`src/rtl/memory_stage.sv`:
```
// Pipeline MEM stage: word-addressed data memory with combinational load and
// clocked store, plus the MEM/WB boundary registers feeding writeback.
module memory_stage #(
    parameter int DEPTH  = 64,
    parameter int ADDR_W = 6
) (
    input  logic        clk,
    input  logic        rst,
    input  logic [31:0] ALUResultM,
    input  logic [31:0] WriteDataM,
    input  logic [4:0]  RdM,
    input  logic [31:0] PCPlus4M,
    input  logic        RegWriteM,
    input  logic [1:0]  ResultSrcM,
    input  logic        MemWriteM,
    output logic [31:0] ALUResultW,
    output logic [31:0] ReadDataW,
    output logic [4:0]  RdW,
    output logic [31:0] PCPlus4W,
    output logic        RegWriteW,
    output logic [1:0]  ResultSrcW
);

    // No valid/ready handshake: the pipeline never stalls, so every rising
    // edge out of reset advances the stage unconditionally.

    logic [31:0]       mem_q [DEPTH];
    logic [31:0]       mem_d [DEPTH];
    logic [ADDR_W-1:0] word_idx;
    logic [31:0]       read_data_m;

    logic [31:0] alu_result_q, alu_result_d;
    logic [31:0] read_data_q,  read_data_d;
    logic [4:0]  rd_q,         rd_d;
    logic [31:0] pc_plus4_q,   pc_plus4_d;
    logic        reg_write_q,  reg_write_d;
    logic [1:0]  result_src_q, result_src_d;

    // Byte-offset bits and bits above the array size are dropped, so
    // misaligned addresses round down and addresses wrap.
    assign word_idx    = ALUResultM[ADDR_W+1:2];
    assign read_data_m = mem_q[word_idx];

    always_comb begin
        mem_d = mem_q;
        if (MemWriteM) begin
            mem_d[word_idx] = WriteDataM;
        end
    end

    // Load data is taken from mem_q, so a same-cycle store to the same word
    // hands the old word to writeback.
    always_comb begin
        alu_result_d = ALUResultM;
        read_data_d  = read_data_m;
        rd_d         = RdM;
        pc_plus4_d   = PCPlus4M;
        reg_write_d  = RegWriteM;
        result_src_d = ResultSrcM;
    end

    always_ff @(posedge clk or posedge rst) begin
        if (rst) begin
            for (int i = 0; i < DEPTH; i++) begin
                mem_q[i] <= '0;
            end
            alu_result_q <= '0;
            read_data_q  <= '0;
            rd_q         <= '0;
            pc_plus4_q   <= '0;
            reg_write_q  <= 1'b0;
            result_src_q <= '0;
        end else begin
            for (int i = 0; i < DEPTH; i++) begin
                mem_q[i] <= mem_d[i];
            end
            alu_result_q <= alu_result_d;
            read_data_q  <= read_data_d;
            rd_q         <= rd_d;
            pc_plus4_q   <= pc_plus4_d;
            reg_write_q  <= reg_write_d;
            result_src_q <= result_src_d;
        end
    end

    assign ALUResultW = alu_result_q;
    assign ReadDataW  = read_data_q;
    assign RdW        = rd_q;
    assign PCPlus4W   = pc_plus4_q;
    assign RegWriteW  = reg_write_q;
    assign ResultSrcW = result_src_q;

endmodule

```
`config.mk`:
```
export PLATFORM = sky130hd
export DESIGN_NAME = memory_stage
export DESIGN_NICKNAME = d
export VERILOG_FILES = /design/src/rtl/memory_stage.sv
export SDC_FILE = /design/constraint.sdc
export NUM_CORES = 2
export LEC_CHECK = 0
export BUFFER_PORTS_ARGS = -buffer_cell sky130_fd_sc_hd__clkbuf_2
export CAP_MARGIN = 20
export CORE_MARGIN = 1
export CORE_UTILIZATION = 35
export DETAILED_ROUTE_END_ITERATION = 8
export HOLD_SLACK_MARGIN = 0.05
export MAX_ROUTING_LAYER = met4
export PLACE_DENSITY_LB_ADDON = 0.1
export REMOVE_ABC_BUFFERS = 1
export SYNTH_ARGS = -nofsm -noshare
export SYNTH_HDL_FRONTEND = slang
export SYNTH_SLANG_ARGS = --single-unit
```
`constraint.sdc`:
```
create_clock -name clk -period 125.2 [get_ports clk]
set_clock_uncertainty 0.2 [all_clocks]
set_input_delay 0 -clock clk [delete_from_list [all_inputs] [get_ports clk]]
set_output_delay 0 -clock clk [all_outputs]
set_load 0.02 [all_outputs]
```
==> metrics.md <==
| Metric | Value |
|---|---|
| Result of the run | completed |
| Transition time of the tightest slew-check pin | 1.16 ns |
| Cell seen most often among critical-path stages | buf_4 |
| Setup TNS | 0 ns |
| Cell accounting for the most synthesized area | dfrtp_1 |
| I/O pin count | 211 |
| Estimated wirelength of the detail-placed design | around 170000 µm |
| Fraction of met1 tracks used by global routing | 30.8% |
| Met3 Resource Use GR | 2.87% |
| # clock sinks | between 2k and 2.5k |
| Path category of the worst min-delay check | in2reg |
| Post-synthesis async set-or-reset flop share | 100% |
| Cell area after synthesis | roughly 95000 µm² |
| Die Y | 524 µm |
| Kind of end point of the critical path | asynchronous set/reset pin |
| Number of buffers added on ports | 210 |
| Pin count of the biggest net entering global routing | ~170 |
| Number of levels the H-tree was split into | 5 |
| Peak-usage layer in the global routing report | met2 |
| Time the final worst path needs with I/O delays and setup | roughly 4.8 ns |
| Fraction of power consumed by combinational cells | between 10% and 20% |
| Max-slew headroom at the worst pin | 22.1% |
| Commonest register cell after synthesis | dfrtp_1 |
| Final cycle utilization of the critical path | 3.84% |
| Area share of the leading cell type in the synthesized netlist | 56.4% |
| Number of buffers created by CTS | between 200 and 300 |
| Number of vias after detailed routing | 54.7k |
| Clock Path Buffers | 4 |
| Cell with the most instances after synthesis | dfrtp_1 |
| Width of the die | 524 µm |
| Count of hold buffers inserted by post-cts repair | 214 |
| Std-Cell Rows | 191 |
| Data arrival, critical path | between 5 and 6 ns |
| Pre-Repair DR Iteration Count | 5 |
| Combined area of the multi-input logic cells | 39100 µm² |
| Power per standard cell area | 16.2 nW/µm² |
| Area Growth Syn to Fin | 15.8% |
| Synth Warn # | 0 |
| Internal power contribution | 1.35 mW |
| Buf/Inv on CP | 8 |
| Fillers | 24.9k |
| Cell count after placement | 9453 |
| Clock network fraction of total power | between 40% and 50% |
| GRT overflow | 0 |
| Sum of routed wire length over all layers | about 300000 µm |
| GPL Wtd Cong | 0.773 |
| Proportion of layout cells with a drive suffix above 1 | 50.9% |
| Number of instances in the synthesized netlist | 6095 |
| DIE AREA | 275000 µm² |
| Design Power | between 1.5 and 2 mW |
| Leakage power | 50.9 nW |
| Mean area per synthesized cell | 15.7 µm² |
| Clock-pin slew of the registers on the worst-case setup and hold paths | 0.06 ns |
| TritonCTS clock tree | yes |
| Biggest area contributors in the synthesized netlist | dfrtp_1 (56%), mux2_2 (24%), mux4_2 (10%), mux2i_1 (1.6%), clkbuf_1 (1.1%) |
| Initial core utilization | 35.2% |
| Delay of the slowest cell on the worst path | ~0.8 ns |
| Min Hold Slack | about 0.13 ns |
| ANT nets after route | 0 |
| Count of placed standard cells in the final layout, fillers left out | between 10k and 15k |
| Clock insertion delay at the later pin of the skew report | 0.87 ns |
| Share of power burned in registers | 46.4% |
| Net total in the final layout | 6469 |
| WL per Instance | 29.5 µm |
| Via count normalized by instance count | ~5.4 |
| Worst Path Class, Setup | in2async |
| DRC violations left | 0 |
| Core ar. | 271000 µm² |
| Library cells used by synthesis | 54 |
| # Post-CTS Setup Buffers | 0 |
| DRC violation total after the first TritonRoute iteration | 2915 |
| CP max FO | 166 |
| Largest voltage drop on the vdd net | 0.00953 mV |
| Root buffer cell | clkbuf_16 |
| EDFF count, synth | 0 |
| Number of violations of the max-capacitance limit | 0 |
| Number of global-route vias before repair | 58.7k |
| Sequential cell area | 53900 µm² |
| Final hold violations | 0 |
| Sequential area share after synthesis | 56.4% |
| Number of gates given a new drive strength after cts | 0 |
| Met2 usage in global routing | around 36% |
| GRT Overall Usage | 22.7% |
| Max Clk Rate | between 200 and 250 MHz |
| Largest delay contributor family on the critical path | buffers and inverters |
| Most used standard cells in the synthesized netlist | dfrtp_1 (2152), mux2_2 (2022), mux4_2 (439), clkbuf_1 (274), buf_2 (190) |
| Nature of the critical path startpoint | input pin |
| Slowest library cell on the worst path | buf_4 |
| Sw Share | 24.8% |
| Final number of max-transition violations | 0 |
| Antenna violations before repair | 13 |
| Required time worst endpoint | 125.87 ns |
| Setup violations, final | 0 |
| Synthesized flop and latch total | 2152 |
| Cell-by-cell listing of the critical path | dlygate4sd3_1 -> clkbuf_2 -> dlygate4sd3_1 -> inv_8 -> buf_4 -> buf_4 -> buf_12 -> buf_4 |
| Total net switching power | 0.443 mW |
| Wire length of the first global-routing pass | 438000 µm |
| Setup repair after global routing missed its margin | false |
[metal layers]
layer  vias to the layer above  part of all wire [%]
met3                       363                   3.5
li1                      23100                     -
met2                       903                    48
met5                         -                     0
met4                         0                   2.3
met1                     30300                    46
[logic make-up after synthesis]
logic type / count (synthesis) / synth area share, %
muxes: 2643 / 36.2
AOI/OAI and AO/OA: 309 / 2.50
and+or+nand+nor: 369 / 1.92
DFF: 2152 / 56.4
buffers and inverters: 622 / 3.03
[worst reg2reg max path, cell delays in order (launching register included)]
cell and delay (ns):
dfrtp_1 0.37, mux4_2 0.47, a22oi_1 0.23, nand2_1 0.30
nor3_1 0.91, o211ai_1 0.23
[registers in the layout, indices dropped and copies added (netlist names)]
signal / cells
RdW: 5
RegWriteW: 1
ReadDataW: 32
ResultSrcW: 2
mem_q: 2048
PCPlus4W: 32
ALUResultW: 32
[final timing paths]
path / end / slack (ns) / depth (start not counted) / from
max: mem_q[1544] / 120.39 / 8 / rst
min: PCPlus4W[15] / 0.13 / 3 / PCPlus4M[15]
max reg2reg: ReadDataW[4] / 122.29 / 5 / mem_q[580]
min reg2reg: mem_q[771] / 0.28 / 1 / mem_q[771]
max in group clk: ReadDataW[4] / 120.88 / 9 / ALUResultM[2]
min in group asynchronous: ALUResultW[1] / 0.18 / 4 / rst
[placed cells by master, fill, tap and decap left out, types with 6 or more instances in the layout]
master,instances
buf_4,189
clkbuf_16,270
clkinv_2,22
mux2i_1,152
clkbuf_2,204
a2111oi_2,10
dfrtp_1,2152
clkbuf_1,83
nor2_4,35
o211ai_1,32
a21oi_1,45
a221oi_1,6
dlygate4sd3_1,214
o21ai_0,11
nor2b_1,55
mux2_1,30
a211oi_1,26
a2111oi_0,40
bufinv_16,9
nand4_1,6
a22oi_1,66
nand2_1,95
clkbuf_8,43
nand2_2,30
diode_2,7
inv_6,11
o22ai_1,8
nor2_1,57
buf_12,7
nor3_1,54
mux2_2,2022
a22o_1,53
mux4_2,439
[power by group through the flow]
stage / combinational (mW) / sequential (mW) / clock (mW)
after floorplan: 0.143 / 0.838 / 0
after global placement: 0.210 / 0.838 / 0
after detailed placement: 0.215 / 0.842 / 0
after CTS: 0.221 / 0.829 / 0.768
after global routing: 0.235 / 0.841 / 0.797
final: 0.216 / 0.829 / 0.743
[final cells by class]
type | instances | share of cell area [%]
repair buffers | 622 | 4.37
diodes | 7 | 0.0158
inverters | 3 | 0.0215
well taps | 3570 | 4.04
multi-input cells | 3321 | 35.4
flip-flops and latches | 2152 | 48.7
clock inverters | 51 | 0.544
clock buffers | 396 | 6.93
[stage by stage]
step	cell area, µm²	setup WS [ns]	util [%]
finish	111000	120.39	40.8
global route	111000	119.83	40.8
CTS	110000	120.39	40.8
detailed placement	100000	120.43	36.9
global placement	100000	120.39	36.9
floorplan	92600	64.20	-
Note: power is estimated with default switching activity, not from simulation.
